--- config.mk ---
export PLATFORM = sky130hd
export DESIGN_NAME = seg_display
export DESIGN_NICKNAME = d
export VERILOG_FILES = /design/src/rtl/seg_display.sv
export SDC_FILE = /design/constraint.sdc
export NUM_CORES = 1
export LEC_CHECK = 0
export CAP_MARGIN = 10
export CORE_UTILIZATION = 49
export CTS_BUF_LIST = sky130_fd_sc_hd__clkbuf_8 sky130_fd_sc_hd__clkbuf_16
export DETAILED_ROUTE_END_ITERATION = 7
export PLACE_DENSITY = 0.82
export SLEW_MARGIN = 20
export SYNTH_ARGS = -nofsm -noshare
export SYNTH_HDL_FRONTEND = slang
export SYNTH_SLANG_ARGS = --single-unit
--- constraint.sdc ---
create_clock -name clk_i -period 4.4 [get_ports clk_i]
set_input_delay 0.88 -clock clk_i [delete_from_list [all_inputs] [get_ports clk_i]]
set_output_delay 0.88 -clock clk_i [all_outputs]
set_load 0.01 [all_outputs]
--- src/rtl/seg_display.sv ---
// Memory-mapped 8-digit multiplexed hex display driver.
// Holds the VALUE/CTRL registers, a scan prescaler, and registered active-low digit/segment outputs.
`ifndef PERI_ADDR_DIG
`define PERI_ADDR_DIG 32'h4000_0100
`endif

module seg_display #(
    parameter int unsigned SCAN_DIV  = 50000,
    parameter logic [31:0] BASE_ADDR = `PERI_ADDR_DIG
) (
    input  logic        clk_i,
    input  logic        rst_i,
    input  logic        we_i,
    input  logic [31:0] addr_i,
    input  logic [31:0] data_i,
    output logic [31:0] data_o,
    output logic [7:0]  an_o,
    output logic [7:0]  seg_o
);
    localparam logic [19:0] PRESC_MAX = 20'(SCAN_DIV - 1);

    logic [31:0] value_q, value_d;
    logic        en_q, en_d;
    logic        blank_q, blank_d;
    logic [7:0]  mask_q, mask_d;
    logic [19:0] presc_q, presc_d;
    logic [2:0]  idx_q, idx_d;
    logic [31:0] rdata_q, rdata_d;
    logic [7:0]  an_q, an_d;
    logic [7:0]  seg_q, seg_d;

    logic       hit, sel_value, sel_ctrl;
    logic [3:0] nibble;
    logic       lit;
    logic       unused_bits;

    assign hit       = (addr_i[31:4] == BASE_ADDR[31:4]);
    assign sel_value = hit && (addr_i[3:2] == 2'd0);
    assign sel_ctrl  = hit && (addr_i[3:2] == 2'd1);

    assign unused_bits = ^{addr_i[1:0], data_i[31:16], data_i[7:2]};

    // zero_above[i]: every nibble from digit i upward is zero, i.e. digit i is a leading zero.
    logic [7:0] zero_above;
    assign zero_above[0] = 1'b0;
    generate
        for (genvar gi = 1; gi < 8; gi++) begin : g_zero
            assign zero_above[gi] = (value_q[31:4*gi] == '0);
        end
    endgenerate

    function automatic logic [6:0] hex7(input logic [3:0] n);
        case (n)
            4'h0:    hex7 = 7'h40;
            4'h1:    hex7 = 7'h79;
            4'h2:    hex7 = 7'h24;
            4'h3:    hex7 = 7'h30;
            4'h4:    hex7 = 7'h19;
            4'h5:    hex7 = 7'h12;
            4'h6:    hex7 = 7'h02;
            4'h7:    hex7 = 7'h78;
            4'h8:    hex7 = 7'h00;
            4'h9:    hex7 = 7'h10;
            4'hA:    hex7 = 7'h08;
            4'hB:    hex7 = 7'h03;
            4'hC:    hex7 = 7'h46;
            4'hD:    hex7 = 7'h21;
            4'hE:    hex7 = 7'h06;
            default: hex7 = 7'h0E;
        endcase
    endfunction

    always_comb begin
        value_d = value_q;
        en_d    = en_q;
        blank_d = blank_q;
        mask_d  = mask_q;
        if (we_i && sel_value) begin
            value_d = data_i;
        end
        if (we_i && sel_ctrl) begin
            en_d    = data_i[0];
            blank_d = data_i[1];
            mask_d  = data_i[15:8];
        end

        rdata_d = '0;
        if (sel_value) begin
            rdata_d = value_q;
        end else if (sel_ctrl) begin
            rdata_d = {16'h0, mask_q, 6'h0, blank_q, en_q};
        end

        presc_d = presc_q;
        idx_d   = idx_q;
        if (!en_q) begin
            presc_d = '0;
        end else if (presc_q == PRESC_MAX) begin
            presc_d = '0;
            idx_d   = idx_q + 3'd1;
        end else begin
            presc_d = presc_q + 20'd1;
        end

        nibble = value_q[{idx_q, 2'b00} +: 4];
        lit    = en_q && mask_q[idx_q] && !(blank_q && zero_above[idx_q]);
        an_d   = lit ? ~(8'b1 << idx_q) : 8'hFF;
        seg_d  = lit ? {1'b1, hex7(nibble)} : 8'hFF;
    end

    always_ff @(posedge clk_i or posedge rst_i) begin
        if (rst_i) begin
            value_q <= '0;
            en_q    <= 1'b1;
            blank_q <= 1'b0;
            mask_q  <= 8'hFF;
            presc_q <= '0;
            idx_q   <= '0;
            rdata_q <= '0;
            an_q    <= 8'hFF;
            seg_q   <= 8'hFF;
        end else begin
            value_q <= value_d;
            en_q    <= en_d;
            blank_q <= blank_d;
            mask_q  <= mask_d;
            presc_q <= presc_d;
            idx_q   <= idx_d;
            rdata_q <= rdata_d;
            an_q    <= an_d;
            seg_q   <= seg_d;
        end
    end

    assign data_o = rdata_q;
    assign an_o   = an_q;
    assign seg_o  = seg_q;
endmodule
Word level (Yosys, flattened, before mapping)
Memories as Yosys holds them, arrays and structs flattened.
Cells that the tools add are included.

cells by class
  $add $sub $neg = 2
  reduce and logical (&&, ||, !) cells = 17
  mux-type cells = 10
  $lt $le $gt $ge = 1
  equality and inequality tests = 3
  bitwise logic cells = 1
  shift-type cells = 2

operator list
  operator                                                                      count
  20-bit two-way mux                                                            2
  32-bit two-way mux                                                            1
  32-bit by 6-bit variable part select with 4-bit output                        1
  28-bit by 27-bit equality test with 1-bit output, second input constant       1
  28-bit zero test                                                              1
  24-bit zero test                                                              1
  20-bit by 1-bit adder with 20-bit output, second input constant               1
  20-bit by 16-bit equality test with 1-bit output, second input constant       1
  20-bit zero test                                                              1
  16-bit zero test                                                              1
  16-bit two-way mux                                                            1
  12-bit zero test                                                              1
  8-bit zero test                                                               1
  8-bit two-way mux                                                             1
  8-bit NOT                                                                     1
  1-bit by 3-bit << shifter with 8-bit output, first input constant             1
  1-bit logical AND                                                             7
  7-bit two-way mux                                                             1
  1-bit binary-select mux with 3-bit select                                     2
  4-bit zero test                                                               1
  3-bit by 4-bit less-than comparator with 1-bit output, second input constant  1
  3-bit by 1-bit adder with 3-bit output, second input constant                 1
  2-bit by 1-bit equality test with 1-bit output, second input constant         1
  2-bit zero test                                                               1
  other kinds (3)                                                               4

storage, ports and cells
  ROM bits = 112
  word-level logic and storage cells = 46
  memories = 1
  register bits after elaboration = 113

memory list
  memory            words  bits a word  read ports  clocked after memory_dff  write ports  line  RTL
  (name not given)  16     7            1           0                         0            53    case (n)

Depth between registers and ports, before layout
  depth after elaboration = 7
  gate-level depth with buffers = 10
  mapped depth without buffers = 8

Worst setup path after synthesis
Ideal clock, no wire load.

  path type = in2reg
  from = input addr_i[18]
  to = register value_q[0]
  slack = 1.979 ns
  stages on the path = 7
  data arrival time = 2.293 ns
  required time = 4.273 ns
  path buffers = 2
  path through = nor4_1 nand4_1 nor3_2 and2_1 buf_4 buf_6 mux2_1

on the way
  longest elaborated chain between the ends = 3

RTL lines
  element                                           line  RTL
  from (decl)                                       14    input logic [31:0] addr_i,
  28-bit by 27-bit equality test with 1-bit output  37    assign hit = (addr_i[31:4] == BASE_ADDR[31:4]);
  1-bit logical AND                                 38    assign sel_value = hit && (addr_i[3:2] == 2'd0);
  1-bit logical AND                                 78    if (we_i && sel_value) begin
  to (signal assigned)                              123   value_q <= value_d;
  to (decl)                                         22    logic [31:0] value_q, value_d;

Every way passes these cells.
A chain may end at the register's enable or synchronous reset.

Final worst setup path
  from = input addr_i[14]
  to = register value_q[7]

The elaborated chain is that of the path after synthesis.

==> results <==
- The worst setup path is of the in2reg kind.
- The tightest min-delay check is of the reg2reg type.
- The endpoint kind of the worst setup timing path is a register.
- The detailed router finished its first iteration with 143 violations.
- Counting instances, the worst hold path has a depth of 1.
- The global placement routability congestion is 0.8172.
- The worst path required time is 4.66 ns.
- The detailed placement HPWL is 7.708 mm.
- The count of yosys warnings during synthesis is 0.
- The clock-pin slew reported for the worst setup and hold paths after clock tree synthesis is 0.11 ns.
- The slowest stage cell on the critical path is sky130_fd_sc_hd__clkdlybuf4s50_1.
- Once layout is done, the placed cells without fillers occupy 0.006447 mm2.
- TritonCTS built the clock tree.
- The number of clock buffers added by TritonCTS is 9.
- The distinct cell type count after synthesis is 47.
- Once detail routing completed, the nets flagged for antenna violations numbered 0.
- The final total negative setup slack is 0 ns.
- The synthesized design contains 112 register bits.
- The standard cell core area is 0.009910 mm2.
- The first global-routing pass estimated 17.82 mm of wire.
- For this run, the total global-route usage over all layers was measured as 20.86%.
- In this run the clock root is driven by a sky130_fd_sc_hd__clkbuf_8.
- The initial antenna violation count was 0.
- The average instance area after synthesis is 13.05 um2.
- Walking the worst path, the cells encountered are clkdlybuf4s50_1 > nor4_1 > nand4_1 > nor3_2 > buf_4 > and2_1 > buf_4 > mux2_2.
- Using the TritonRoute via totals, the vias-per-cell ratio works out to 5.363.
- STA classifies the critical path startpoint as an input pin.
- The cell accounting for the most synthesized area is sky130_fd_sc_hd__dfrtp_1.
- The maximum ir drop on the vdd rail is 0.0001617 V.
- Of all flip-flops after synthesis, the portion carrying an async set or reset was 100.0%.
- Timing analysis after detailed placement gives a worst setup slack of 1.008 ns.
- The portion of the clock cycle consumed by the worst path in the final layout is 67.80%.
- The time the final worst path needs with I/O delays and setup is 2.983 ns.
- The share of final-layout standard cells stronger than drive strength 1 is 16.17%.
- Summing over every cut layer, the via total after detailed routing is 3400.
- The leading register cell type out of synthesis is sky130_fd_sc_hd__dfrtp_1.
- The most frequent cell after synthesis is sky130_fd_sc_hd__dfrtp_1.
- By count the netlist is led by sky130_fd_sc_hd__dfrtp_1, sky130_fd_sc_hd__mux2_1, sky130_fd_sc_hd__and2_1, sky130_fd_sc_hd__nor2_1, sky130_fd_sc_hd__dfstp_2.
- The max-slew violation count is 0.
- Once the clock tree was built, the setup fixing pass inserted 0 buffers.
- The number of endpoints with negative hold slack in the final report was 0.
- Setup repair after global routing left no endpoint under its margin.
- When the netlist entered floorplanning its net count stood at 468.
- The worst reg-to-reg path cell count is 5.
- The number of buffers added on ports is 111.
- The power density relative to cell area is 263.3 mW/mm2.
- The die outline area is 0.01074 mm2.
- The transition at the pin with the smallest max-transition slack is 0.9565 ns.
- The final worst slack is 1.417 ns.
- The standby leakage power is 2.832 nW.
- The flow ran to the end, and the final reports show no timing, DRC or antenna violations.
- The critical path contains buffers and inverters numbering 3 combined.
- The cell family contributing the most delay on the critical path is buffers and inverters.
- The max-capacitance violation count is 0.
- The die height is 103.6 um.
- The H-tree was split into 3 levels.
- The overall overflow remaining after global route is 0.
- Relative to the synthesized area, the layout overhead comes to 27.36%.
- Before antenna repair, the detailed router went through 4 iterations.
- Across the routed clock network, the largest skew measured is 0.01790 ns.
- The number of hold buffers added after CTS was 0.
- The number of synthesized flops with an enable pin is 0.
- The initial utilization of the core area, before any placement, comes to 51.09%.
- The count of inserted antenna diode cells is 0.
- Of the post-synthesis cell area, the dominant cell type holds 43.50%.
- Headroom to the max-slew limit came out at 34.41%.
- After technology mapping, the gate count stands at 388.
- The maximum frequency from static timing analysis is 335.2 MHz.
- In the routed design, unresolved DRC markers number 0.
- Setup violations remaining at the end of the flow were counted as 0.
- The count of clock tree sinks is 112.
- Summed over all layers, the routed wires come to 10.45 mm.
- The cell that appears most often on the critical path is sky130_fd_sc_hd__buf_4.
- The die is 103.6 um wide.
- The maximum single-stage delay on the critical path is 0.41 ns.
- Entering global routing, the biggest net connects 58 pins.
- After clock tree synthesis, the repair step resized 0 gates.
- Summing the sequential cell areas from Yosys gives 55.96% of the chip area.
- The final net count is 576.
- After detailed placement, the total cell area comes to 0.006246 mm2.
- Dividing the detail-routed wire length by the instance count gives 16.48 um.
- In this run the number of cells on the critical path is 8.
- The summed instance area of the synthesized netlist is 0.005062 mm2.
- The peak fanout along the critical path is 33.
- The clock latency on the worst-skew pair is 0.37 ns.
- By area the synthesized netlist is led by sky130_fd_sc_hd__dfrtp_1, sky130_fd_sc_hd__dfstp_2, sky130_fd_sc_hd__mux2_1.
- The cell row count is 36.
- The number of global-route vias before repair was 3580.
- The data arrival at the endpoint of the critical path is 3.25 ns.
- The I/O pin count is 115.
- The maximum buffer depth of the clock tree is 2.
power by group:
| group | switching (mW) | total, mW | internal (mW) |
|---|---|---|---|
| combinational | 0.0310 | 0.0833 | 0.0523 |
| sequential | 0.0000000148 | 1.03 | 1.03 |
| clock | 0.360 | 0.584 | 0.224 |
| total | 0.391 | 1.70 | 1.31 |
metal layers:
layer  GRT usage, %  share of wire (%)  up-vias
met5              0                  0        -
met2          35.95                 52      117
met3          3.839                5.0        9
met1          26.55                 42     1690
li1               -                  -     1584
met4          6.832                1.1        0
cells by family (layout without fill, tap and decap cells):
kind of cell / count (synthesis) / after routing / synth area share, %
adders and majority gates: 13 / 13 / 3.213
and+or+nand+nor: 124 / 124 / 13.22
xor gates and xnor gates: 19 / 19 / 3.287
AOI/OAI and AO/OA: 26 / 26 / 4.201
other: 1 / 1 / 0.07408
buffers and inverters: 29 / 142 / 3.386
muxes: 64 / 64 / 16.66
DFF: 112 / 112 / 55.96
registers in the layout, indices dropped and copies added (netlist names):
signal / cells
idx_q: 3
value_q: 32
seg_o: 7
presc_q: 20
an_o: 8
en_q: 1
blank_q: 1
mask_q: 8
data_o: 32
final timing paths:
check,from,endpoint,slack (ns)
max,addr_i[14],value_q[7],1.42
min,presc_q[0],presc_q[0],0.48
max reg2reg,idx_q[2],seg_o[0],1.64
min reg2reg,presc_q[0],presc_q[0],0.48
max in group asynchronous,rst_i,seg_o[4],2.48
min in group asynchronous,rst_i,data_o[0],0.98
metrics by stage:
step / cells / util, % / hold slack (ns) / power [mW]
3_5_place_dp: 618 / 63.03 / 0.4671 / 1.134
2_1_floorplan: 388 / - / 0.4331 / 1.067
6_report: 634 / 65.06 / 0.4825 / 1.698
5_1_grt: 634 / 65.06 / 0.5033 / 1.768
3_3_place_gp: 618 / 63.03 / 0.4458 / 1.132
4_1_cts: 634 / 65.06 / 0.4820 / 1.720
placed cells by master (no fill, tap or decap), types with 9 or more instances in the layout:
cell type                         netlist  final
sky130_fd_sc_hd__nor2_1                25     25
sky130_fd_sc_hd__nand2_1               18     18
sky130_fd_sc_hd__xor2_1                10     10
sky130_fd_sc_hd__nor4_1                13     13
sky130_fd_sc_hd__clkbuf_8               0      9
sky130_fd_sc_hd__dfrtp_1               88     88
sky130_fd_sc_hd__mux4_2                10     10
sky130_fd_sc_hd__nand3_1               14     14
sky130_fd_sc_hd__ha_1                  13     13
sky130_fd_sc_hd__xnor2_1                9      9
sky130_fd_sc_hd__mux2_2                14     14
sky130_fd_sc_hd__clkdlybuf4s50_1        0    111
sky130_fd_sc_hd__a22o_1                10     10
sky130_fd_sc_hd__dfstp_2               24     24
sky130_fd_sc_hd__mux2_1                30     30
sky130_fd_sc_hd__and2_1                26     26
final cells by class:
cell class                      instances  area (um2)
Multi-Input combinational cell        247        2058
Sequential cell                       112        2833
Inverter                               10       40.04
Clock buffer                            9       123.9
Fill cell                             769        3462
Tap cell                              133       166.4
Clock inverter                          7       77.57
Timing Repair Buffer                  116        1149
(Power assumes the default switching activity.)
